==> config.mk <==
export PLATFORM = sky130hd
export DESIGN_NAME = alu_ctl
export DESIGN_NICKNAME = d
export VERILOG_FILES = /design/src/rtl/alu_ctl_pkg.sv /design/src/rtl/alu_ctl_daa_fix.sv /design/src/rtl/alu_ctl.sv
export SDC_FILE = /design/constraint.sdc
export NUM_CORES = 1
export LEC_CHECK = 0
export BUFFER_PORTS_ARGS = -buffer_cell sky130_fd_sc_hd__buf_2
export CAP_MARGIN = 20
export CORE_MARGIN = 2
export CORE_UTILIZATION = 54
export CTS_BUF_LIST = sky130_fd_sc_hd__clkbuf_4 sky130_fd_sc_hd__clkbuf_8
export DETAILED_ROUTE_END_ITERATION = 6
export PLACE_DENSITY = 0.94
export SLEW_MARGIN = 20
export SYNTH_ARGS = -nofsm -noshare
export SYNTH_HDL_FRONTEND = slang
export SYNTH_SLANG_ARGS = --single-unit
==> constraint.sdc <==
create_clock -name iClk -period 2.5 [get_ports iClk]
set_clock_uncertainty 0.05 [all_clocks]
set_input_delay 0.125 -clock iClk [delete_from_list [all_inputs] [get_ports iClk]]
set_output_delay 0.125 -clock iClk [all_outputs]
set_load 0.05 [all_outputs]
==> src/rtl/alu_ctl_pkg.sv <==
// Shared definitions for the 8085 ALU sequencer:
// op codes, FSM states and the fixed flag-bit masks.
package alu_ctl_pkg;

  localparam logic [3:0] OP_ADD = 4'd0;
  localparam logic [3:0] OP_ADC = 4'd1;
  localparam logic [3:0] OP_SUB = 4'd2;
  localparam logic [3:0] OP_SBB = 4'd3;
  localparam logic [3:0] OP_ANA = 4'd4;
  localparam logic [3:0] OP_XRA = 4'd5;
  localparam logic [3:0] OP_ORA = 4'd6;
  localparam logic [3:0] OP_CMP = 4'd7;
  localparam logic [3:0] OP_INR = 4'd8;
  localparam logic [3:0] OP_DCR = 4'd9;
  localparam logic [3:0] OP_DAA = 4'd10;
  localparam logic [3:0] OP_STC = 4'd11;
  localparam logic [3:0] OP_CMC = 4'd12;
  localparam logic [3:0] OP_CMA = 4'd13;
  localparam logic [3:0] OP_LDA = 4'd14;
  localparam logic [3:0] OP_LDF = 4'd15;

  localparam logic [2:0] SEL_ADD = 3'd0;
  localparam logic [2:0] SEL_SUB = 3'd2;

  typedef enum logic [1:0] {
    ST_IDLE = 2'd0,
    ST_EXEC = 2'd1,
    ST_DAA2 = 2'd2
  } state_e;

  localparam logic [7:0] F_SET = 8'h02;
  localparam logic [7:0] F_CLR = 8'h28;
  localparam logic [7:0] F_RST = 8'h02;

  function automatic logic [7:0] fix_flags(
    input logic [7:0] f
  );
    return (f | F_SET) & ~F_CLR;
  endfunction

endpackage

==> src/rtl/alu_ctl_daa_fix.sv <==
// DAA correction term for one nibble: 0x06 for the
// low pass, 0x60 for the high pass, zero when not needed.
module alu_ctl_daa_fix (
  input  logic [3:0] nib,
  input  logic       adj,
  input  logic       hi,
  output logic [7:0] corr,
  output logic       need
);

  always_comb begin
    need = (nib > 4'd9) | adj;
    corr = 8'h00;
    if (need) corr = hi ? 8'h60 : 8'h06;
  end

endmodule

==> src/rtl/alu_ctl.sv <==
// Sequencer around the external 8085 ALU: registers
// A/F, drives ALU inputs, and runs multi-pass ops.
module alu_ctl
  import alu_ctl_pkg::*;
#(
  parameter int DATASIZE = 8,
  parameter int FLAG_S   = 7,
  parameter int FLAG_Z   = 6,
  parameter int FLAG_A   = 4,
  parameter int FLAG_P   = 2,
  parameter int FLAG_C   = 0
) (
  input  logic                iClk,
  input  logic                iRst,
  input  logic                iReq,
  output logic                oReady,
  input  logic [3:0]          iOp,
  input  logic [DATASIZE-1:0] iB,
  output logic                oDone,
  output logic [DATASIZE-1:0] oAcc,
  output logic [DATASIZE-1:0] oFlag,
  output logic [2:0]          oS,
  output logic [DATASIZE-1:0] oA,
  output logic [DATASIZE-1:0] oB,
  output logic [DATASIZE-1:0] oF,
  input  logic [DATASIZE-1:0] iY,
  input  logic [DATASIZE-1:0] iFY
);

  state_e state_q, state_d;
  logic [3:0] op_q, op_d;
  logic [7:0] opnd_q, opnd_d;
  logic [7:0] acc_q, acc_d;
  logic [7:0] flag_q, flag_d;
  logic       done_q, done_d;
  logic [2:0] s_q, s_d;
  logic [7:0] b_q, b_d;
  logic [7:0] r1_q, r1_d;
  logic       ac1_q, ac1_d;
  logic       c1_q, c1_d;

  logic [7:0] f_tmp;
  logic [7:0] lo_corr, hi_corr;
  logic       lo_need, hi_need;

  // Pass 1 looks at A/F before the op starts.
  alu_ctl_daa_fix u_daa_lo (
    .nib  (acc_q[3:0]),
    .adj  (flag_q[FLAG_A]),
    .hi   (1'b0),
    .corr (lo_corr),
    .need (lo_need)
  );

  // Pass 2 looks at the live pass-1 ALU result.
  alu_ctl_daa_fix u_daa_hi (
    .nib  (iY[7:4]),
    .adj  (flag_q[FLAG_C] | iFY[FLAG_C]),
    .hi   (1'b1),
    .corr (hi_corr),
    .need (hi_need)
  );

  always_comb begin
    state_d = state_q;
    op_d    = op_q;
    opnd_d  = opnd_q;
    acc_d   = acc_q;
    flag_d  = flag_q;
    done_d  = 1'b0;
    s_d     = s_q;
    b_d     = b_q;
    r1_d    = r1_q;
    ac1_d   = ac1_q;
    c1_d    = c1_q;
    f_tmp   = flag_q;
    unique case (state_q)
      ST_IDLE: begin
        if (iReq) begin
          state_d = ST_EXEC;
          op_d    = iOp;
          opnd_d  = iB;
          if (!iOp[3]) begin
            s_d = iOp[2:0];
            b_d = iB;
          end else begin
            case (iOp)
              OP_INR: begin
                s_d = SEL_ADD;
                b_d = 8'h01;
              end
              OP_DCR: begin
                s_d = SEL_SUB;
                b_d = 8'h01;
              end
              OP_DAA: begin
                s_d = SEL_ADD;
                b_d = lo_need ? lo_corr : 8'h00;
              end
              default: ;
            endcase
          end
        end
      end
      ST_EXEC: begin
        if (op_q == OP_DAA) begin
          state_d = ST_DAA2;
          r1_d    = iY;
          ac1_d   = iFY[FLAG_A];
          c1_d    = iFY[FLAG_C];
          s_d     = SEL_ADD;
          b_d     = hi_need ? hi_corr : 8'h00;
        end else begin
          state_d = ST_IDLE;
          done_d  = 1'b1;
          case (op_q)
            OP_ADD, OP_ADC, OP_SUB, OP_SBB,
            OP_ANA, OP_XRA, OP_ORA: begin
              acc_d  = iY;
              flag_d = fix_flags(iFY);
            end
            OP_CMP: flag_d = fix_flags(iFY);
            OP_INR, OP_DCR: begin
              acc_d         = iY;
              f_tmp         = iFY;
              f_tmp[FLAG_C] = flag_q[FLAG_C];
              flag_d        = fix_flags(f_tmp);
            end
            OP_STC: begin
              f_tmp[FLAG_C] = 1'b1;
              flag_d        = fix_flags(f_tmp);
            end
            OP_CMC: begin
              f_tmp[FLAG_C] = ~flag_q[FLAG_C];
              flag_d        = fix_flags(f_tmp);
            end
            OP_CMA: acc_d  = ~acc_q;
            OP_LDA: acc_d  = opnd_q;
            OP_LDF: flag_d = fix_flags(opnd_q);
            default: ;
          endcase
        end
      end
      ST_DAA2: begin
        state_d       = ST_IDLE;
        done_d        = 1'b1;
        acc_d         = iY;
        f_tmp         = 8'h00;
        f_tmp[FLAG_S] = iFY[FLAG_S];
        f_tmp[FLAG_Z] = iFY[FLAG_Z];
        f_tmp[FLAG_P] = iFY[FLAG_P];
        f_tmp[FLAG_A] = ac1_q;
        f_tmp[FLAG_C] = flag_q[FLAG_C] | c1_q
                      | iFY[FLAG_C];
        flag_d        = fix_flags(f_tmp);
      end
      default: state_d = ST_IDLE;
    endcase
  end

  always_ff @(posedge iClk or posedge iRst) begin
    if (iRst) begin
      state_q <= ST_IDLE;
      op_q    <= 4'd0;
      opnd_q  <= 8'h00;
      acc_q   <= 8'h00;
      flag_q  <= F_RST;
      done_q  <= 1'b0;
      s_q     <= 3'd0;
      b_q     <= 8'h00;
      r1_q    <= 8'h00;
      ac1_q   <= 1'b0;
      c1_q    <= 1'b0;
    end else begin
      state_q <= state_d;
      op_q    <= op_d;
      opnd_q  <= opnd_d;
      acc_q   <= acc_d;
      flag_q  <= flag_d;
      done_q  <= done_d;
      s_q     <= s_d;
      b_q     <= b_d;
      r1_q    <= r1_d;
      ac1_q   <= ac1_d;
      c1_q    <= c1_d;
    end
  end

  assign oReady = (state_q == ST_IDLE);
  assign oDone  = done_q;
  assign oAcc   = acc_q;
  assign oFlag  = flag_q;
  assign oS     = s_q;
  assign oB     = b_q;
  assign oA     = (state_q == ST_DAA2) ? r1_q : acc_q;
  assign oF     = flag_q;

endmodule
==> impl_metrics.csv, run 1 <==
group,metric,value,unit
sta,finalCritPeriodShare,89.6,%
clock_tree,cts_tree,"built",
place,place_hpwl,4.57,mm
clock_tree,h-tree-depth,2,
yosys,yosys_most_used_dff,"dfrtp_1",
cells_and_area,layout-drive-gt1-share,41.3,%
setup_path,crit_path_end_kind,"output port",
setup_path,crit_type,"flop to output port",
yosys,async_flop_share,100,%
setup_path,crit_arrival,2.06,ns
detailed_routing,wl_per_cell,16.8,um
sta,setup_violations,0,
detailed_routing,routed_wl,6.21,mm
floorplan,io_pins,76,
sta,fmax,0.447,GHz
sta,setup_tns,0,ns
detailed_routing,drt_pass1_iterations,4,
yosys,seq_area_frac_synth,45.6,%
clock_tree,cts.reportedPaths.clkPinSlew,0.10,ns
floorplan,core-area,4750,um^2
global_routing,grt_pass1_wl,10.0,mm
clock_tree,clk_path_buf_depth,2,
floorplan,dieHeight,74.5,um
yosys,synth_area,2690,um^2
place,io_buffers,66,
cells_and_area,nNetsFinal,336,
yosys,ys_top_cells_by_area,"dfrtp_1 (46%), mux2_2 (16%), mux2i_1 (4.5%), buf_4 (3.9%), a221o_1 (3.0%)",
global_routing,grt_max_degree,30,
place,dp_cells,360,
setup_path,required,2.33,ns
detailed_routing,drt_iter0_markers,170,
yosys,synth_edf_count,0,
yosys,synth.lib_cells_used.distinct,49,
global_routing,antenna_found_initial,0,
clock_tree,post_cts.repair.setup_buffers,0,
sta,timing_worst_slew_pin_value,0.693,ns
clock_tree,clockRootBuffer,"clkbuf_8",
worst_hold_path,hold_class,"input pin to flop",
detailed_routing,vias,2153,
cells_and_area,final_cells,370,
yosys,synth_seq_cells,49,
cells_and_area,area_growth,17.7,%
cells_and_area,most-common-layout-cells,"buf_2 (66), dfrtp_1 (49), mux2_2 (38), inv_1 (14), nand2_1 (13)",
clock_tree,postCtsHoldBufs,1,
cells_and_area,fillers,360,
run,maxCapViolations,0,
floorplan,die_w,74.5,um
yosys,yosysTopAreaCell,"dfrtp_1",
detailed_routing,drc_errors,0,
yosys,syn_avg_cell_area,11.1,um^2
setup_path,path_max_fanout,17,
cells_and_area,antennaDiodeCount,0,
setup_path,r2r_slack,0.37,ns
clock_tree,clkLatencyLatePin,0.32,ns
sta,max_slew_margin,53.8,%
cells_and_area,layout_commonest_cell,"buf_2",
global_routing,gr-total-overflow,0,
yosys,synthCells,242,
global_routing,grt_pass1_vias,2131,
clock_tree,cts.sinks,49,
clock_tree,cts_buffers,5,
floorplan,fp-row-count,25,
sta,whs,0.0110,ns
detailed_routing,vias_per_cell,5.82,
floorplan,initial_core_util,56.5,%
detailed_routing,detail-route-antenna-nets,0,
clock_tree,cts_resized,0,
setup_path,crit_path_start_kind,"flop",
sta,finalHoldViolCount,0,
yosys,netlist.area_leader.share,45.6,%
sta,rsz0062_at_grt,"no",
sta,fin_crit,2.24,ns
yosys,yosys_warnings,0,
global_routing,grt_usage,24.1,%
sta,slew_viol_final,0,
place,gp_congestion,0.906,
status,status,"completed",
floorplan,dieArea,5550,um^2
per-layer routing:
metal  vias up  wire length [um]  global-route usage (%)
li1        980                 -                       -
met1      1058              2510                    29.7
met2        94              3090                    40.0
met3        21               419                    6.37
met4         0               191                    10.1
met5         -                 0                       0
worst paths after layout:
path,start,end,depth (start not counted)
worst min register to register,oF[6]$_DFFE_PP0P_,oF[6]$_DFFE_PP0P_,2
worst min-delay path,iReq,state_q[0]$_DFFE_PP0N_,2
min in group asynchronous,iRst,op_q[0]$_DFFE_PP0P_,3
worst max-delay path,state_q[0]$_DFFE_PP0N_,oA[2],5
worst max register to register,state_q[1]$_DFFE_PP0N_,oAcc[0]$_DFFE_PP0P_,5
max in group asynchronous,iRst,oS[0]$_DFFE_PP0P_,4
critical path, cell delays in order, from the launching register on:
cell and delay (ns):
dfrtp_1 0.41, inv_1 0.09, ha_1 0.37, buf_4 0.31
mux2_2 0.36, buf_2 0.21
state kept, by name, indices dropped and copies added (netlist names), 2 cells and up:
signal,flops
state_q,2
oF,5
opnd_q,8
oB,8
r1_q,8
op_q,4
oAcc,8
oS,3
final cells by class:
cell class / instances / area, um^2 / area share, %
clock buffers: 5 / 68.8 / 2.18
clock inverters: 3 / 68.8 / 2.18
inverters: 15 / 56.3 / 1.78
multi-input cells: 158 / 1270 / 40.1
flip-flops and latches: 49 / 1230 / 38.8
well taps: 67 / 83.8 / 2.65
repair buffers: 73 / 388 / 12.3
stage by stage:
step | instance area [um^2] | utilization, % | setup slack (ns)
after detailed placement | 3000 | 63.1 | 0.206
after global placement | 3000 | 63.1 | 0.291
after CTS | 3150 | 66.2 | 0.148
after global routing | 3160 | 66.5 | 0.150
after floorplan | 2700 | - | 0.555
final | 3160 | 66.5 | 0.261
synthesized netlist by cell type (3+ instances only):
library cell  number
a21oi_1           10
ha_1               3
nand2b_1           3
buf_4             14
nor2b_1            4
o21ai_0            8
nor4_1             8
nand2_1           13
a221o_1            8
inv_1             15
a22oi_1            3
dfrtp_1           49
buf_2              3
mux2_2            38
mux2i_1           12
nor2_1             9
clkbuf_1           4
cell families after synthesis:
kind of cell    after synthesis  synth area share [%]
flops                        49                  45.6
mux                          50                  20.4
xor+xnor                      1                 0.326
buf+inv                      39                  7.82
simple gates                 55                  12.1
compound gates               43                  12.0
fa+ha+maj                     3                  1.40
other cells                   2                 0.280
Power of run 1 is not shown: default switching activity piles up to over one toggle a cycle in this logic, so the estimate is an artifact.
==> run 2, diff against run 1 <==
CELL_PAD_IN_SITES_DETAIL_PLACEMENT = 0   (was not set)
CELL_PAD_IN_SITES_GLOBAL_PLACEMENT = 2   (was not set)
CORE_UTILIZATION = 34   (was 54)
GPL_TIMING_DRIVEN = 0   (was not set)
PLACE_DENSITY = 0.95   (was 0.94)
==> impl_metrics.csv, run 2 (synthesized netlist as in run 1, its figures left out) <==
group,metric,value,unit
status,status,"completed",
setup_path,required,2.33,ns
global_routing,grt-busiest-layer,"met2",
detailed_routing,wl_per_cell,15.2,um
detailed_routing,drt_iter0_markers,152,
global_routing,grt_use_met3,3.66,%
clock_tree,cts_buffers,5,
detailed_routing,drc_errors,0,
cells_and_area,multi_input_comb_area,1260,um^2
run,maxCapViolations,0,
clock_tree,h-tree-depth,2,
worst_hold_path,hold_class,"input pin to flop",
detailed_routing,vias_per_cell,4.92,
setup_path,crit_path_start_kind,"flop",
sta,finalCritPeriodShare,91.0,%
global_routing,grt_pass1_vias,2050,
floorplan,fp-row-count,32,
global_routing,grt_usage,15.5,%
setup_path,reg2reg_depth,7,
place,dp_slack,0.320,ns
detailed_routing,vias,2095,
worst_hold_path,hold_depth,2,
clock_tree,cts.sinks,49,
cells_and_area,seq_area,1230,um^2
floorplan,dieHeight,92.9,um
global_routing,grt_pass1_wl,10.5,mm
clock_tree,cts_tree,"built",
detailed_routing,routed_wl,6.46,mm
sta,timing_worst_slew_pin_value,0.665,ns
sta,worst_slack,0.225,ns
sta,slew_viol_final,0,
place,gp_congestion,0.803,
sta,rsz0062_at_grt,"no",
global_routing,gr-total-overflow,0,
sta,fmax,0.440,GHz
place,io_buffers,66,
sta,finalHoldViolCount,0,
global_routing,grtUsageMet2,23.5,%
detailed_routing,drt_pass1_iterations,4,
floorplan,io_pins,76,
floorplan,die_w,92.9,um
detailed_routing,detail-route-antenna-nets,0,
cells_and_area,nNetsFinal,357,
sta,fin_crit,2.28,ns
clock_tree,cts.reportedPaths.clkPinSlew,0.10,ns
setup_path,crit_type,"flop to output port",
setup_path,reg2reg_from,"state_q[1]$_DFFE_PP0N_",
clock_tree,clkLatencyLatePin,0.31,ns
clock_tree,post_cts.repair.setup_buffers,0,
setup_path,r2r_slack,0.44,ns
worst_hold_path,hold_start,"iReq",
setup_path,crit_path_end_kind,"output port",
setup_path,path_max_fanout,10,
cells_and_area,fillers,776,
cells_and_area,most-common-layout-cells,"buf_2 (69), dfrtp_1 (49), mux2_2 (38), buf_4 (14), inv_1 (14)",
worst_hold_path,hold_end,"state_q[0]$_DFFE_PP0N_",
floorplan,initial_core_util,34.9,%
floorplan,dieArea,8630,um^2
sta,max_slew_margin,55.6,%
cells_and_area,layout-drive-gt1-share,42.9,%
sta,setup_violations,0,
sta,setup_tns,0,ns
global_routing,grt_use_met1,22.2,%
place,place_hpwl,4.91,mm
cells_and_area,area_growth,23.3,%
setup_path,crit_arrival,2.10,ns
clock_tree,clockRootBuffer,"clkbuf_8",
floorplan,core-area,7690,um^2
setup_path,r2r_end,"oB[2]$_DFFE_PP0P_",
global_routing,antenna_found_initial,0,
cells_and_area,layout_commonest_cell,"buf_2",
global_routing,grt_max_degree,30,
clock_tree,clk_path_buf_depth,2,
cells_and_area,antennaDiodeCount,0,
[run 2: worst max path at each step]
stage	endpoint	start
floorplan	oS[1]$_DFFE_PP0P_	state_q[0]$_DFFE_PP0N_
global placement	oA[1]	state_q[0]$_DFFE_PP0N_
detailed placement	oA[1]	state_q[0]$_DFFE_PP0N_
CTS	oA[1]	state_q[0]$_DFFE_PP0N_
global route	oA[1]	state_q[0]$_DFFE_PP0N_
finish	oA[1]	state_q[0]$_DFFE_PP0N_
[run 2: critical path, stage by stage, from the launching register on]
cell,delay [ns]
dfrtp_1,0.41
inv_1,0.09
ha_1,0.33
clkbuf_2,0.37
mux2_2,0.39
buf_2,0.21
[run 2: final cells by class]
| type | count | area share [%] |
|---|---|---|
| plain buffers | 24 | 4.68 |
| clock buffers | 5 | 2.08 |
| clock inverters | 3 | 0.793 |
| inverters | 15 | 1.70 |
| multi-input cells | 158 | 38.2 |
| flip-flops and latches | 49 | 37.0 |
| well taps | 102 | 3.85 |
| repair buffers | 70 | 11.7 |
[run 2: per-layer routing]
metal	part of all wire, %	up-vias
met5	0	-
met1	47	1003
met2	46	67
met3	5.6	8
met4	1.2	0
li1	-	1017
[run 2: timing repair]
item / 4_1_cts / 5_1_grt
endpoints found under the setup margin: 8 / 0
resized for setup: 1 / 0
endpoints found under the hold margin: 30 / 0
hold buffers: 3 / 0
[run 2: through the flow]
| step | util (%) | instances | hold WS [ns] | instance area, um^2 |
|---|---|---|---|---|
| floorplan | - | 246 | 0.192 | 2700 |
| global placement | 41.1 | 414 | 0.324 | 3160 |
| detailed placement | 41.5 | 415 | 0.213 | 3190 |
| CTS | 43.1 | 426 | 0.000946 | 3310 |
| global route | 43.1 | 426 | 0.00243 | 3310 |
| finish | 43.1 | 426 | 0.00592 | 3310 |
Power of run 2 is left out for the same reason.
==> run 3, diff against run 2 <==
clock period = 2.3 ns   (was 2.5 ns; I/O delays follow)
==> impl_metrics.csv, run 3 (synthesized netlist as in run 1, its figures left out) <==
group,metric,value,unit
sta,max_slew_margin,55.4,%
floorplan,initial_core_util,34.9,%
clock_tree,cts.sinks,49,
cells_and_area,layout_commonest_cell,"buf_2",
global_routing,grt_pass1_wl,10.6,mm
place,io_buffers,66,
global_routing,antenna_found_initial,0,
detailed_routing,drc_errors,0,
floorplan,io_pins,76,
sta,setup_violations,0,
floorplan,dieHeight,92.9,um
worst_hold_path,hold_depth,3,
detailed_routing,wl_per_cell,15.2,um
detailed_routing,drt_pass1_iterations,4,
clock_tree,post_cts.repair.setup_buffers,0,
setup_path,crit_arrival,2.03,ns
clock_tree,cts_buffers,5,
floorplan,dieArea,8630,um^2
setup_path,crit_path_end_kind,"output port",
floorplan,fp-row-count,32,
power,p_leak,0.00157,uW
cells_and_area,nNetsFinal,362,
global_routing,grt_pass1_vias,2069,
cells_and_area,area_growth,25.3,%
power,p_total,5580,uW
clock_tree,cts.reportedPaths.clkPinSlew,0.10,ns
sta,setup_tns,0,ns
place,gp_congestion,0.803,
clock_tree,clockRootBuffer,"clkbuf_8",
global_routing,grt_max_degree,30,
clock_tree,h-tree-depth,2,
cells_and_area,fillers,775,
status,status,"completed",
run,maxCapViolations,0,
power,p_per_area,1660,nW/um^2
detailed_routing,detail-route-antenna-nets,0,
sta,rsz0062_at_grt,"no",
sta,finalCritPeriodShare,95.4,%
global_routing,gr-total-overflow,0,
sta,slew_viol_final,0,
setup_path,required,2.13,ns
detailed_routing,drt_iter0_markers,150,
setup_path,reg2reg_depth,7,
cells_and_area,antennaDiodeCount,0,
setup_path,crit_path_start_kind,"flop",
setup_path,path_max_fanout,10,
place,place_hpwl,4.91,mm
detailed_routing,routed_wl,6.55,mm
worst_hold_path,hold_class,"input pin to flop",
floorplan,die_w,92.9,um
clock_tree,clkLatencyLatePin,0.31,ns
power,irDropWorstVdd,0.911,mV
global_routing,grt_usage,15.7,%
detailed_routing,vias_per_cell,4.88,
sta,fin_crit,2.20,ns
cells_and_area,finish.utilization,43.8,%
detailed_routing,vias,2104,
setup_path,crit_type,"flop to output port",
cells_and_area,layout-drive-gt1-share,42.2,%
cells_and_area,most-common-layout-cells,"buf_2 (69), dfrtp_1 (49), mux2_2 (38), buf_4 (14), inv_1 (14)",
sta,fmax,0.456,GHz
clock_tree,clk_path_buf_depth,2,
floorplan,core-area,7690,um^2
clock_tree,cts_tree,"built",
sta,finalHoldViolCount,0,
sta,timing_worst_slew_pin_value,0.668,ns
==> run 3: final timing paths <==
check | endpoint | startpoint | slack [ns]
setup reg to reg | oB[2]$_DFFE_PP0P_ | state_q[1]$_DFFE_PP0N_ | 0.23
min in group asynchronous | oB[6]$_DFFE_PP0P_ | iRst | 0.38
setup / recovery | oA[1] | state_q[0]$_DFFE_PP0N_ | 0.10
hold / removal | oB[3]$_DFFE_PP0P_ | iB[3] | 0.003
max in group asynchronous | c1_q$_DFFE_PP0P_ | iRst | 1.28
hold reg to reg | r1_q[7]$_DFFE_PP0P_ | r1_q[7]$_DFFE_PP0P_ | 0.46
==> run 3: metrics by stage <==
stage / hold slack [ns] / instances / cell area [um^2] / worst slack [ns]
global route: 0.00485 / 431 / 3370 / 0.00852
global placement: 0.314 / 414 / 3160 / 0.134
CTS: 0.000266 / 431 / 3360 / 0.0100
detailed placement: 0.203 / 415 / 3190 / 0.130
finish: 0.00287 / 431 / 3370 / 0.105
floorplan: 0.182 / 246 / 2700 / 0.355
==> run 3: worst max-delay path, cell delays in order, from the launching register on <==
cell and delay [ns]:
dfrtp_1 0.41, inv_1 0.09, ha_1 0.33, clkbuf_4 0.32, mux2_2 0.37, buf_2 0.21
==> run 3: layout make-up <==
cell class | count | area (um^2) | share of cell area (%)
clock inverters | 3 | 26.3 | 0.781
plain buffers | 24 | 158 | 4.68
flip-flops and latches | 49 | 1230 | 36.4
inverters | 15 | 56.3 | 1.67
multi-input cells | 158 | 1260 | 37.6
clock buffers | 5 | 68.8 | 2.04
well taps | 102 | 128 | 3.79
repair buffers | 75 | 438 | 13.0
==> run 3: what timing repair did <==
action	CTS	global route
cloned	0	0
hold buffers	8	0
endpoints found under the setup margin	8	8
endpoints found under the hold margin	36	0
gates resized for setup	1	2
==> run 3: layer usage <==
layer	vias up	global-route usage, %	share of wire [%]
li1	1027	-	-
met1	1005	22.3	46
met2	68	24.0	47
met3	4	3.58	6.1
met4	0	4.04	0.72
met5	-	0	0
==> run 3: where the power goes <==
group          total [uW]  internal (uW)  switching (uW)
clock network         543            222             321
registers            1610           1290             323
logic                3420           1180            2250
total                5580           2690            2890
Note: power is estimated with default switching activity, not from simulation.
